## src/rtl/fir_avg_pkg.sv

```systemverilog
// Shared defaults and width helpers for the multichannel moving-window FIR (sum or mean).
package fir_avg_pkg;

  localparam int DIN_W_DEF     = 16;
  localparam int DOUT_W_DEF    = 24;
  localparam int NCH_DEF       = 4;
  localparam int TAPS_LOG2_DEF = 3;
  localparam int AVG_DEF       = 0;
  localparam int ACC_W_DEF     = DIN_W_DEF + TAPS_LOG2_DEF;

  function automatic int ch_w(input int nch);
    return (nch > 1) ? $clog2(nch) : 1;
  endfunction

  // A TAPS-sample window of DIN_W-bit values cannot exceed DIN_W+TAPS_LOG2 bits.
  function automatic int acc_w(input int din_w, input int taps_log2);
    return din_w + taps_log2;
  endfunction

endpackage

```

## src/rtl/fir_avg_line.sv

```systemverilog
// Per-channel circular sample history; presents the oldest sample, which the next write replaces.
module fir_avg_line
  import fir_avg_pkg::*;
#(
  parameter int DIN_W     = DIN_W_DEF,
  parameter int TAPS_LOG2 = TAPS_LOG2_DEF
) (
  input  logic             clk,
  input  logic             rst,
  input  logic             clear_i,
  input  logic             we_i,
  input  logic [DIN_W-1:0] din_i,
  output logic [DIN_W-1:0] oldest_o
);

  localparam int unsigned TAPS = 1 << TAPS_LOG2;

  logic [DIN_W-1:0]     hist_q [TAPS];
  logic [TAPS_LOG2-1:0] ptr_q;

  assign oldest_o = hist_q[ptr_q];

  always_ff @(posedge clk or posedge rst) begin
    if (rst) begin
      for (int unsigned i = 0; i < TAPS; i++) hist_q[i] <= '0;
      ptr_q <= '0;
    end else if (clear_i) begin
      for (int unsigned i = 0; i < TAPS; i++) hist_q[i] <= '0;
      ptr_q <= '0;
    end else if (we_i) begin
      hist_q[ptr_q] <= din_i;
      ptr_q         <= ptr_q + TAPS_LOG2'(1);
    end
  end

endmodule

```

## src/rtl/fir_avg_mc.sv

```systemverilog
// Multichannel moving-window sum/mean: stage 1 updates the channel accumulator,
// stage 2 scales and registers the result.
module fir_avg_mc
  import fir_avg_pkg::*;
#(
  parameter int DIN_W     = DIN_W_DEF,
  parameter int DOUT_W    = DOUT_W_DEF,
  parameter int NCH       = NCH_DEF,
  parameter int TAPS_LOG2 = TAPS_LOG2_DEF,
  parameter int AVG       = AVG_DEF,
  localparam int CH_W     = ch_w(NCH)
) (
  input  logic              clk,
  input  logic              rst,
  input  logic              in_valid,
  input  logic [CH_W-1:0]   in_ch,
  input  logic [DIN_W-1:0]  din,
  input  logic              clear,
  output logic              out_valid,
  output logic [CH_W-1:0]   out_ch,
  output logic [DOUT_W-1:0] dout,
  output logic              err_ch
);

  localparam int              ACC_W = acc_w(DIN_W, TAPS_LOG2);
  localparam int              HALF  = 1 << (TAPS_LOG2 - 1);
  localparam logic [CH_W:0]   NCH_L = (CH_W + 1)'(NCH);

  if (DOUT_W < ACC_W) begin : g_chk_dout
    $error("fir_avg_mc: DOUT_W must be at least DIN_W+TAPS_LOG2");
  end
  if (NCH < 1 || NCH > 16) begin : g_chk_nch
    $error("fir_avg_mc: NCH must be in 1..16");
  end
  if (TAPS_LOG2 < 1 || TAPS_LOG2 > 5) begin : g_chk_taps
    $error("fir_avg_mc: TAPS_LOG2 must be in 1..5");
  end
  if (AVG != 0 && AVG != 1) begin : g_chk_avg
    $error("fir_avg_mc: AVG must be 0 or 1");
  end

  logic                     ch_ok, accept;
  logic [NCH-1:0]           we;
  logic [DIN_W-1:0]         oldest_w [NCH];
  logic signed [DIN_W-1:0]  oldest_sel;
  logic signed [ACC_W-1:0]  acc_q [NCH];
  logic signed [ACC_W-1:0]  acc_sel, acc_d;
  logic                     s1_valid_q;
  logic [CH_W-1:0]          s1_ch_q;
  logic signed [ACC_W-1:0]  s1_acc_q;
  logic signed [ACC_W:0]    rnd;
  logic signed [ACC_W-1:0]  mean;
  logic signed [DOUT_W-1:0] dout_d, dout_q;
  logic [CH_W-1:0]          out_ch_q;
  logic                     out_valid_q, err_ch_q;

  assign ch_ok  = {1'b0, in_ch} < NCH_L;
  assign accept = in_valid & ~clear & ch_ok;

  for (genvar g = 0; g < NCH; g++) begin : g_line
    fir_avg_line #(
      .DIN_W    (DIN_W),
      .TAPS_LOG2(TAPS_LOG2)
    ) u_line (
      .clk     (clk),
      .rst     (rst),
      .clear_i (clear),
      .we_i    (we[g]),
      .din_i   (din),
      .oldest_o(oldest_w[g])
    );
  end

  // Accumulators update in the accepting cycle, so a same-channel sample next cycle sees the new value.
  always_comb begin
    oldest_sel = '0;
    acc_sel    = '0;
    we         = '0;
    for (int unsigned c = 0; c < NCH; c++) begin
      if (in_ch == CH_W'(c)) begin
        oldest_sel = oldest_w[c];
        acc_sel    = acc_q[c];
        we[c]      = accept;
      end
    end
    acc_d = acc_sel + ACC_W'($signed(din)) - ACC_W'(oldest_sel);
  end

  always_ff @(posedge clk or posedge rst) begin
    if (rst) begin
      for (int unsigned c = 0; c < NCH; c++) acc_q[c] <= '0;
      s1_valid_q <= 1'b0;
      s1_ch_q    <= '0;
      s1_acc_q   <= '0;
      err_ch_q   <= 1'b0;
    end else begin
      err_ch_q   <= in_valid & ~clear & ~ch_ok;
      s1_valid_q <= accept;
      if (accept) begin
        s1_ch_q  <= in_ch;
        s1_acc_q <= acc_d;
      end
      for (int unsigned c = 0; c < NCH; c++) begin
        if (clear)      acc_q[c] <= '0;
        else if (we[c]) acc_q[c] <= acc_d;
      end
    end
  end

  // One guard bit keeps the rounding add from wrapping at the positive extreme.
  always_comb begin
    rnd    = {s1_acc_q[ACC_W-1], s1_acc_q} + (ACC_W + 1)'(HALF);
    mean   = ACC_W'(rnd >>> TAPS_LOG2);
    dout_d = (AVG != 0) ? DOUT_W'(mean) : DOUT_W'(s1_acc_q);
  end

  always_ff @(posedge clk or posedge rst) begin
    if (rst) begin
      out_valid_q <= 1'b0;
      out_ch_q    <= '0;
      dout_q      <= '0;
    end else begin
      out_valid_q <= s1_valid_q & ~clear;
      if (s1_valid_q && !clear) begin
        out_ch_q <= s1_ch_q;
        dout_q   <= dout_d;
      end
    end
  end

  assign out_valid = out_valid_q;
  assign out_ch    = out_ch_q;
  assign dout      = dout_q;
  assign err_ch    = err_ch_q;

endmodule

```

## config.mk

```make
export PLATFORM = sky130hd
export DESIGN_NAME = fir_avg_mc
export DESIGN_NICKNAME = d
export VERILOG_FILES = /design/src/rtl/fir_avg_pkg.sv /design/src/rtl/fir_avg_line.sv /design/src/rtl/fir_avg_mc.sv
export SDC_FILE = /design/constraint.sdc
export NUM_CORES = 1
export LEC_CHECK = 0
export CAP_MARGIN = 20
export CORE_ASPECT_RATIO = 1.1
export CORE_MARGIN = 2
export CORE_UTILIZATION = 68
export DETAILED_ROUTE_END_ITERATION = 12
export GPL_TIMING_DRIVEN = 1
export PLACE_DENSITY = 0.86
export SYNTH_ARGS = -nofsm -noshare
export SYNTH_HDL_FRONTEND = slang
export SYNTH_SLANG_ARGS = --single-unit
```

## constraint.sdc

```tcl
create_clock -name clk -period 45.1 [get_ports clk]
set_clock_uncertainty 0.05 [all_clocks]
set_input_delay 13.53 -clock clk [delete_from_list [all_inputs] [get_ports clk]]
set_output_delay 13.53 -clock clk [all_outputs]
set_load 0.02 [all_outputs]
```

### Yosys cells after proc, flatten, opt, wreduce, memory -nomap -nowiden

Cells that the tools add are included.
W data, S select, Z words.

| storage, ports and cells | value |
|---|---|
| input bits | 22 |
| register bits | 644 |

| cells by class | value |
|---|---|
| order comparisons | 8 |
| add/sub/neg operators | 6 |
| muxes and demuxes | 60 |
| equal/unequal tests | 3 |
| reduce and logical (&&, ||, !) cells | 11 |
| bitwise logic cells | 7 |

Operators with widths:

| cell | number |
|---|---|
| $mux W128 | 8 |
| $bwmux W128 | 4 |
| $mux W16 | 16 |
| $mux W19 | 12 |
| $bmux W16 S3 | 4 |
| $demux W16 S3 | 4 |
| $mux W3 | 8 |
| $add A19 B16 Y19 | 1 |
| $sub A19 B16 Y19 | 1 |
| $ge A4 B4 Y1 const B | 4 |
| $lt A4 B1 Y1 const B | 4 |
| $not A3 Y4 | 4 |
| $add A3 B1 Y3 const B | 4 |
| $reduce_bool A2 Y1 | 4 |
| $logic_and A1 B1 Y1 | 5 |
| $eq A2 B2 Y1 const B | 2 |
| $mux W1 | 4 |
| $and A1 B1 Y1 | 2 |
| $eq A2 B1 Y1 const B | 1 |
| $logic_not A2 Y1 | 1 |
| $logic_not A1 Y1 | 1 |
| $not A1 Y1 | 1 |

### Longest topological paths before layout

Gate-level depths: netlist (run 1).

| depth | value |
|---|---|
| word-level depth | 11 |
| gate-level depth with buffers | 18 |
| mapped depth without buffers | 16 |

### Modules after synthesis

A second synthesis (run 1) with hierarchy kept.

| second synthesis, totals | value |
|---|---|
| cell total of the unflattened synthesis | 2532 |
| area, all modules | 30648.1 um^2 |

Modules (own cells, without submodules):

| module | times used | area each (um^2) | cells an instance |
|---|---|---|---|
| fir_avg_line | 4 | 5967.0 | 479 |
| fir_avg_mc | 1 | 6780.3 | 616 |

### Worst setup path after synthesis (run 1)

Ideal clock, no wire load.

| path | value |
|---|---|
| path kind | input -> register |
| from | input port in_ch[1] |
| to | register acc_q[12] in the netlist's numbering |
| library setup time | 0.120 ns |
| data arrival time | 16.920 ns |
| required time | 44.930 ns |
| stages on the path | 11 |
| buffers on the path | 2 |
| setup slack | 28.010 ns |
| path through | clkbuf_1 > buf_1 > mux4_2 > fa_1 > fa_1 > a211oi_1 > nor3b_2 > o211ai_2 > a21boi_0 > or3_1 > a31o_2 |

| between the ends | value |
|---|---|
| word-level cells in the longest chain between the ends | 9 |
| elaborated cells between the ends (all ways) | 18 |

Ends and longest elaborated chain:

| what | line | RTL |
|---|---|---|
| from (decl) | fir_avg_mc.sv:16 | `input logic [CH_W-1:0] in_ch,` |
| $logic_not A2 Y1 | fir_avg_mc.sv:80 | `if (in_ch == CH_W'(c)) begin` |
| $mux W19 (4 in a row) | fir_avg_mc.sv:80 |  |
| $add A19 B16 Y19 | fir_avg_mc.sv:86 | `acc_d = acc_sel + ACC_W'($signed(din)) - ACC_W'(oldest_sel);` |
| $sub A19 B16 Y19 | fir_avg_mc.sv:86 |  |
| $mux W19 | fir_avg_mc.sv:105 | `else if (we[c]) acc_q[c] <= acc_d;` |
| $mux W19 | fir_avg_mc.sv:104 | `if (clear) acc_q[c] <= '0;` |
| to (signal, indexed assignment) | fir_avg_mc.sv:104 |  |
| to (signal, indexed assignment) | fir_avg_mc.sv:105 |  |
| to (decl) | fir_avg_mc.sv:46 | `logic signed [ACC_W-1:0] acc_q [NCH];` |

Parallel ways exist; a longest one is shown, timed or not. The select of a mux whose other input is x is not followed.
A chain may end at the register's enable or synchronous reset.

### Final worst setup path (run 1)

| path | value |
|---|---|
| from | input port in_ch[0] |
| to | register acc_q[50] in the netlist's numbering |

The elaborated chain is that of the path after synthesis.

==> tab_implementation.tex, run 1 <==
\begin{tabular}{lr}
\hline
Metric & Value \\
\hline
\multicolumn{2}{l}{\textbf{Logic synthesis}} \\
\quad Cell count after synthesis & 3308 \\
\quad Average cell area after synthesis & 9.88 µm² \\
\quad Top\_reg\_cell synth & dfrtp\_1 \\
\quad Area of the mapped netlist & 32700 µm² \\
\quad Unique cell type count in the Yosys netlist & 76 \\
\quad Share of synthesized registers carrying an async set or reset & 100\% \\
\quad Number of enable flip-flop cells after synthesis & 0 \\
\quad Sequential cell area fraction in the yosys report & 49.3\% \\
\quad Yosys warning total & 0 \\
\quad Flip-flop and latch count after synthesis & 644 \\
\quad Number of nets produced by synthesis & 3372 \\
\multicolumn{2}{l}{\textbf{Route}} \\
\quad Antenna Nets Post-Route & 0 \\
\quad Initial DRC Count & 3400 \\
\quad Total Wirelength & 94100 µm \\
\quad Total via count in the routed design & 26174 \\
\quad Average wire per standard cell & 24.2 µm \\
\quad DR vias/cell & 6.72 \\
\quad Pre-antenna DRT Iters & 6 \\
\quad Final routed DRC violation total & 0 \\
\multicolumn{2}{l}{\textbf{Outcome}} \\
\quad Outcome & finished clean \\
\multicolumn{2}{l}{\textbf{Worst setup path}} \\
\quad Worst Path Arrival & 17900 ps \\
\quad CP Cell Sequence & buf\_2 > buf\_4 > nand2b\_1 > a211oi\_1 > nor4\_1 > ha\_1 > inv\_1 > ha\_1 > fa\_1 > a211oi\_1 > nor3b\_2 > o211ai\_2 > a21boi\_0 > or3\_1 > a31o\_2 \\
\quad Maximum fanout count along the critical path & 52 \\
\quad Delay-heaviest family, CP & compound AO/OA/AOI/OAI gates \\
\quad Endpoint of the lowest-slack register-to-register path & acc\_q[50] \\
\quad Crit path launch type & primary input \\
\quad Crit path capture type & register \\
\quad Slowest stage cell on the critical path & buf\_4 \\
\quad Worst reg-to-reg path cell count & 15 \\
\quad WP data required & 45550 ps \\
\quad Beginning of the worst register-to-register path & g\_line[2].u\_line.ptr\_q[0] \\
\quad Worst reg2reg setup slack & 39190 ps \\
\quad Crit path buffers/inverters & 3 \\
\quad Worst Path Class, Setup & primary input to register \\
\quad Worst path max stage delay & 580 ps \\
\multicolumn{2}{l}{\textbf{Placement}} \\
\quad Placed cell area & 33300 µm² \\
\quad IO buf count & 48 \\
\quad Final GP Congestion & 0.939 \\
\quad Pre-CTS setup slack & 27040 ps \\
\quad HPWL reported at the end of detailed placement & 56700 µm \\
\multicolumn{2}{l}{\textbf{Timing}} \\
\quad Worst relative slew slack & 21.1\% \\
\quad Time the final worst path needs with I/O delays and setup & 17450 ps \\
\quad Total count of max-transition violations in the final report & 0 \\
\quad Hold Fails Final Rpt & 0 \\
\quad Final worst path period share & 38.7\% \\
\quad Measured slew at the worst slew-check pin & 1180 ps \\
\quad Final-report setup violation count & 0 \\
\quad Post-Route Setup TNS & 0 ps \\
\quad Smallest setup slack after layout & 27650 ps \\
\quad RSZ-0062 raised after global routing & false \\
\quad Peak Freq & 57.3 MHz \\
\multicolumn{2}{l}{\textbf{Clocking}} \\
\quad Maximum clock insertion buffer count & 3 \\
\quad H-tree depth & 3 \\
\quad CTS buffer count & 66 \\
\quad Hold Buf Count CTS & 0 \\
\quad Number of setup buffers added after CTS & 0 \\
\quad Clock latency reported for the late side of the worst-skew pair & 620 ps \\
\quad Register clock-pin slew on the reported worst setup and hold paths & 60 ps \\
\quad Cts repair resizes & 0 \\
\quad CTS tree & done \\
\quad Root Buffer & clkbuf\_16 \\
\quad CTS Sinks & 644 \\
\multicolumn{2}{l}{\textbf{Power and ir drop}} \\
\quad Clock group share of total power & 39.5\% \\
\quad Power share of the sequential group & 45.0\% \\
\quad Switching power share of the total & 27.9\% \\
\quad Power per standard cell area & 38.7 nW/µm² \\
\quad Leakage power total & 14.7 nW \\
\quad Pint & 0.992 mW \\
\quad Maximum VDD drop & 0.0349 mV \\
\quad Switch Pwr & 0.383 mW \\
\quad Comb power frac & 15.5\% \\
\multicolumn{2}{l}{\textbf{Cells and area}} \\
\quad Layout cell share with drive strength beyond 1 & 11.0\% \\
\quad Growth of design area from synthesis to finish & 8.55\% \\
\quad Final Net Count & 3264 \\
\quad Final Cell Area & 35500 µm² \\
\multicolumn{2}{l}{\textbf{Hold path}} \\
\quad Hold Path Cell Cnt & 2 \\
\quad Worst hold-check path type & register to register \\
\quad Source of the worst hold timing path & s1\_acc\_q[13] \\
\quad Worst Hold Path EP & s1\_acc\_q[13] \\
\multicolumn{2}{l}{\textbf{Die}} \\
\quad Core region area & 47600 µm² \\
\quad Die Wd & 213 µm \\
\quad Cell Rows & 84 \\
\quad Area of the die & 49900 µm² \\
\quad Vertical die dimension & 234 µm \\
\quad Initial standard-cell utilization of the core & 68.7\% \\
\quad Number of top-level pins & 50 \\
\multicolumn{2}{l}{\textbf{Global routing}} \\
\quad Total GRT Usage & 38.6\% \\
\quad Leftover overflow at the end of global routing & 0 \\
\quad Maximum number of pins on one net before global-route repair & 122 \\
\quad Via count of the first global-routing pass & 25989 \\
\quad Global-route wire length before repair & 147000 µm \\
\quad Antenna violations before repair & 1 \\
\multicolumn{2}{l}{\textbf{Job}} \\
\quad Count of maximum capacitance violations & 0 \\
\hline
\end{tabular}
-- synth_stat cells, drive strengths merged, types with 24 or more instances --
cell type	n	area, µm²
nand2	670	2540
dfrtp	644	16100
nor2	328	1260
a21oi	324	1620
mux2i	309	3090
clkbuf	181	679
buf	111	624
o21ai	101	505
nand3b	86	646
mux2	72	811
mux4	57	1280
nand3	39	195
a221oi	31	272
a22oi	29	218
nor2b	26	163
nor3	26	251
ha	24	300
-- worst max-delay path by stage --
stage	cells past startpoint	slack, ps	start	endpoint
final	15	27650	in_ch[0]	acc_q[50]
after global routing	16	27300	in_ch[0]	acc_q[31]
after CTS	15	27680	in_ch[0]	acc_q[50]
after detailed placement	15	27040	in_ch[0]	acc_q[69]
after global placement	15	27180	in_ch[0]	s1_acc_q[12]
after floorplan	1	13480	rst	acc_q[0]
-- logic make-up (layout without fill, tap and decap cells) --
logic type                 after synthesis  in the layout  synth area share (%)
and+or+nand+nor                       1244           1244                  17.0
AOI/OAI and AO/OA                      612            612                  11.2
xor gates and xnor gates                19             19                 0.509
buffers and inverters                  308            250                  4.17
other                                    1              2                0.0115
adders and majority gates               42             42                  2.02
DFF                                    644            644                  49.3
muxes                                  438            438                  15.9
-- through the flow --
| stage | hold slack [ps] | total power, mW | util [%] | instances |
|---|---|---|---|---|
| final | 423 | 1.38 | 74.5 | 3896 |
| after global routing | 457 | 1.42 | 74.5 | 3895 |
| after CTS | 428 | 1.37 | 74.3 | 3891 |
| after detailed placement | 415 | 0.836 | 69.9 | 3773 |
| after global placement | 409 | 0.831 | 69.7 | 3769 |
| after floorplan | 390 | 0.765 | - | 3308 |
-- per-layer routing --
metal  routed length, µm  global-route usage [%]
met5                  14                       0
met4                5530                    21.0
met3               10300                    9.08
met2               43200                    59.6
met1               35000                    51.1
-- worst register-to-register path, delay by kind of cell (launching register included) --
| family | cells | cell delay [ps] |
|---|---|---|
| AOI/OAI and AO/OA | 10 | 2830 |
| adders and majority gates | 2 | 870 |
| DFF | 1 | 660 |
| buffers and inverters | 1 | 530 |
| and+or+nand+nor | 1 | 430 |
| muxes | 1 | 410 |
-- placed cells by master (no fill, tap or decap), types with 44 or more instances in the layout --
cell type	netlist	layout
dfrtp_1	644	636
mux2i_1	309	309
mux2_2	72	72
nand3b_1	86	86
a21oi_1	324	324
o21ai_0	101	101
nand2_1	665	665
clkdlybuf4s50_1	0	44
nor2_1	319	319
mux4_2	57	57
buf_4	26	60
clkbuf_16	0	69
-- power groups by stage --
| stage | logic [mW] | registers [mW] | clock network, mW |
|---|---|---|---|
| final | 0.213 | 0.619 | 0.543 |
| after global routing | 0.230 | 0.621 | 0.568 |
| after CTS | 0.209 | 0.619 | 0.544 |
| after detailed placement | 0.207 | 0.629 | 0 |
| after global placement | 0.203 | 0.628 | 0 |
| after floorplan | 0.130 | 0.635 | 0 |
-- cell type report --
class	count	area, µm²
Clock inverter	24	213
Fill cell	3086	12100
Sequential cell	644	16100
Antenna cell	1	2.50
Multi-Input combinational cell	2356	15200
Timing Repair Buffer	116	1120
Inverter	16	67.6
Clock buffer	94	1910
Tap cell	645	807
-- sequential cells by signal, indices dropped and copies added (netlist names) --
signal	flops
dout	19
g_line.u_line.ptr_q	12
acc_q	76
g_line.u_line.hist_q	512
out_ch	2
s1_ch_q	2
s1_acc_q	19
s1_valid_q	1
out_valid	1
(Power assumes the default switching activity.)
==> run 2, diff against run 1 <==
--- a/config.mk
+++ b/config.mk
@@ -8,10 +8,10 @@
 export CAP_MARGIN = 20
 export CORE_ASPECT_RATIO = 1.1
 export CORE_MARGIN = 2
-export CORE_UTILIZATION = 68
+export CORE_UTILIZATION = 63
 export DETAILED_ROUTE_END_ITERATION = 12
 export GPL_TIMING_DRIVEN = 1
-export PLACE_DENSITY = 0.86
+export PLACE_DENSITY = 0.8
 export SYNTH_ARGS = -nofsm -noshare
 export SYNTH_HDL_FRONTEND = slang
 export SYNTH_SLANG_ARGS = --single-unit
==> constraint.sdc (replaced) <==
create_clock -name clk -period 16.8 [get_ports clk]
set_clock_uncertainty 0.05 [all_clocks]
set_input_delay 5.04 -clock clk [delete_from_list [all_inputs] [get_ports clk]]
set_output_delay 5.04 -clock clk [all_outputs]
set_load 0.02 [all_outputs]
==> tab_implementation.tex, run 2 (same netlist as run 1, synthesis figures left out) <==
\begin{tabular}{lr}
\hline
Metric & Value \\
\hline
\multicolumn{2}{l}{\textbf{Outcome}} \\
\quad Outcome & finished clean \\
\multicolumn{2}{l}{\textbf{Power and ir drop}} \\
\quad Leakage power total & 14.7 nW \\
\quad Maximum VDD drop & 0.106 mV \\
\quad Comb power frac & 15.3\% \\
\quad Power per standard cell area & 105 nW/µm² \\
\quad Pint & 2.70 mW \\
\quad Switch Pwr & 1.03 mW \\
\quad Switching power share of the total & 27.7\% \\
\quad Power share of the sequential group & 44.4\% \\
\quad Clock group share of total power & 40.3\% \\
\multicolumn{2}{l}{\textbf{Clocking}} \\
\quad Clock latency reported for the late side of the worst-skew pair & 610 ps \\
\quad Maximum clock insertion buffer count & 3 \\
\quad CTS buffer count & 67 \\
\quad CTS Sinks & 644 \\
\quad Register clock-pin slew on the reported worst setup and hold paths & 60 ps \\
\quad H-tree depth & 3 \\
\quad Hold Buf Count CTS & 0 \\
\quad Number of setup buffers added after CTS & 0 \\
\quad Cts repair resizes & 0 \\
\quad Root Buffer & clkbuf\_16 \\
\quad CTS tree & done \\
\multicolumn{2}{l}{\textbf{Cells and area}} \\
\quad Number of antenna diodes & 0 \\
\quad Registers with the most flip-flops & g\_line.u\_line.hist\_q x512, acc\_q x76 \\
\quad Final-layout fill cell count & 3647 \\
\quad Final Net Count & 3265 \\
\quad Combined area of the multi-input logic cells & 15200 µm² \\
\quad Post-route non-filler standard cell count & 3914 \\
\quad Largest register by flop count & g\_line.u\_line.hist\_q \\
\quad Growth of design area from synthesis to finish & 8.74\% \\
\quad Commonest cells after routing, fill and taps aside & 665 x nand2\_1, 636 x dfrtp\_1, 324 x a21oi\_1 \\
\quad Number of flip-flops under the largest register name & 512 \\
\quad Final Cell Area & 35600 µm² \\
\quad Area taken by flip-flops and latches & 16100 µm² \\
\quad Most frequent standard cell in the layout excluding fill and tap cells & nand2\_1 \\
\quad Layout cell share with drive strength beyond 1 & 11.1\% \\
\multicolumn{2}{l}{\textbf{Die}} \\
\quad Area of the die & 53700 µm² \\
\quad Vertical die dimension & 243 µm \\
\quad Cell Rows & 87 \\
\quad Core region area & 51300 µm² \\
\quad Number of top-level pins & 50 \\
\quad Die Wd & 221 µm \\
\quad Initial standard-cell utilization of the core & 63.8\% \\
\multicolumn{2}{l}{\textbf{Worst setup path}} \\
\quad Worst Path Class, Setup & primary input to register \\
\quad Slowest stage cell on the critical path & buf\_4 \\
\quad CP Cell Sequence & buf\_2 > buf\_4 > nand2b\_1 > a211oi\_1 > nor4\_1 > ha\_1 > inv\_1 > ha\_1 > fa\_1 > a211oi\_1 > nor3b\_2 > o211ai\_2 > a21boi\_0 > o21ai\_0 > a31o\_2 \\
\quad Worst reg2reg setup slack & 11070 ps \\
\quad Crit path buffers/inverters & 3 \\
\quad Worst path max stage delay & 620 ps \\
\quad WP data required & 17290 ps \\
\quad Delay-heaviest family, CP & compound AO/OA/AOI/OAI gates \\
\quad Crit path capture type & register \\
\quad Maximum fanout count along the critical path & 52 \\
\quad Depth of the critical timing path with buffers and inverters included & 15 \\
\quad Worst Path Arrival & 9490 ps \\
\quad Worst reg-to-reg path cell count & 15 \\
\quad Crit path launch type & primary input \\
\multicolumn{2}{l}{\textbf{Timing}} \\
\quad Post-Route Setup TNS & 0 ps \\
\quad Final-report setup violation count & 0 \\
\quad Final worst path period share & 53.6\% \\
\quad Total count of max-transition violations in the final report & 0 \\
\quad Hold Fails Final Rpt & 0 \\
\quad Worst hold slack across all endpoints & 435 ps \\
\quad Time the final worst path needs with I/O delays and setup & 9000 ps \\
\quad Measured slew at the worst slew-check pin & 1130 ps \\
\quad Worst relative slew slack & 25.0\% \\
\quad Smallest setup slack after layout & 7800 ps \\
\quad RSZ-0062 raised after global routing & false \\
\quad Peak Freq & 111 MHz \\
\multicolumn{2}{l}{\textbf{Global routing}} \\
\quad Global-route wire length before repair & 148000 µm \\
\quad Antenna violations before repair & 0 \\
\quad Total GRT Usage & 35.3\% \\
\quad Maximum number of pins on one net before global-route repair & 221 \\
\quad Via count of the first global-routing pass & 25639 \\
\quad Leftover overflow at the end of global routing & 0 \\
\multicolumn{2}{l}{\textbf{Placement}} \\
\quad HPWL reported at the end of detailed placement & 56700 µm \\
\quad Placed cell area & 33300 µm² \\
\quad Final GP Congestion & 0.885 \\
\quad Cell total after placement & 3795 \\
\quad IO buf count & 48 \\
\quad Pre-CTS setup slack & 7300 ps \\
\multicolumn{2}{l}{\textbf{Route}} \\
\quad Pre-antenna DRT Iters & 6 \\
\quad Antenna Nets Post-Route & 0 \\
\quad Total Wirelength & 94200 µm \\
\quad Total via count in the routed design & 25854 \\
\quad Initial DRC Count & 3237 \\
\quad Average wire per standard cell & 24.1 µm \\
\quad DR vias/cell & 6.61 \\
\quad Final routed DRC violation total & 0 \\
\multicolumn{2}{l}{\textbf{Job}} \\
\quad Count of maximum capacitance violations & 0 \\
\multicolumn{2}{l}{\textbf{Hold path}} \\
\quad Worst hold-check path type & register to register \\
\quad Hold Path Cell Cnt & 2 \\
\hline
\end{tabular}
[run 2: metal layers]
layer / track usage, % / share of wire (%)
met1: 48.4 / 39
met2: 54.2 / 46
met3: 7.55 / 10
met4: 17.2 / 4.8
met5: 0 / 0
[run 2: layout make-up]
cell class                 count  share of cell area, %
multi-input combinational   2356                   42.9
tap                          667                   2.35
timing repair buffer         116                   3.11
sequential                   644                   45.4
inverter                      16                  0.179
clock inverter                22                  0.725
clock buffer                  93                   5.42
[run 2: power groups by stage]
stage	clock network (mW)	logic, mW	registers [mW]
final	1.51	0.571	1.66
after global routing	1.58	0.617	1.67
after CTS	1.51	0.564	1.66
after detailed placement	0	0.562	1.69
after global placement	0	0.551	1.68
after floorplan	0	0.350	1.70
[run 2: path summary, 6_finish.rpt]
| check | end | from |
|---|---|---|
| worst min register to register | s1_ch_q[0] | s1_ch_q[0] |
| min in group asynchronous | g_line[2].u_line.hist_q[89] | rst |
| max in group asynchronous | g_line[3].u_line.hist_q[17] | rst |
| worst max-delay path | acc_q[50] | in_ch[0] |
| worst min-delay path | s1_ch_q[0] | s1_ch_q[0] |
| worst max register to register | acc_q[50] | g_line[2].u_line.ptr_q[0] |
[run 2: worst min-delay path, stage by stage (launching register included)]
cell,delay [ps]
dfrtp_1,350
nand2_1,50
nand2_1,50
[run 2: per-stage QoR]
stage | power, mW | util [%]
after floorplan | 2.05 | -
after global placement | 2.23 | 64.8
after detailed placement | 2.25 | 64.9
after CTS | 3.73 | 69.2
after global routing | 3.86 | 69.4
final | 3.74 | 69.4
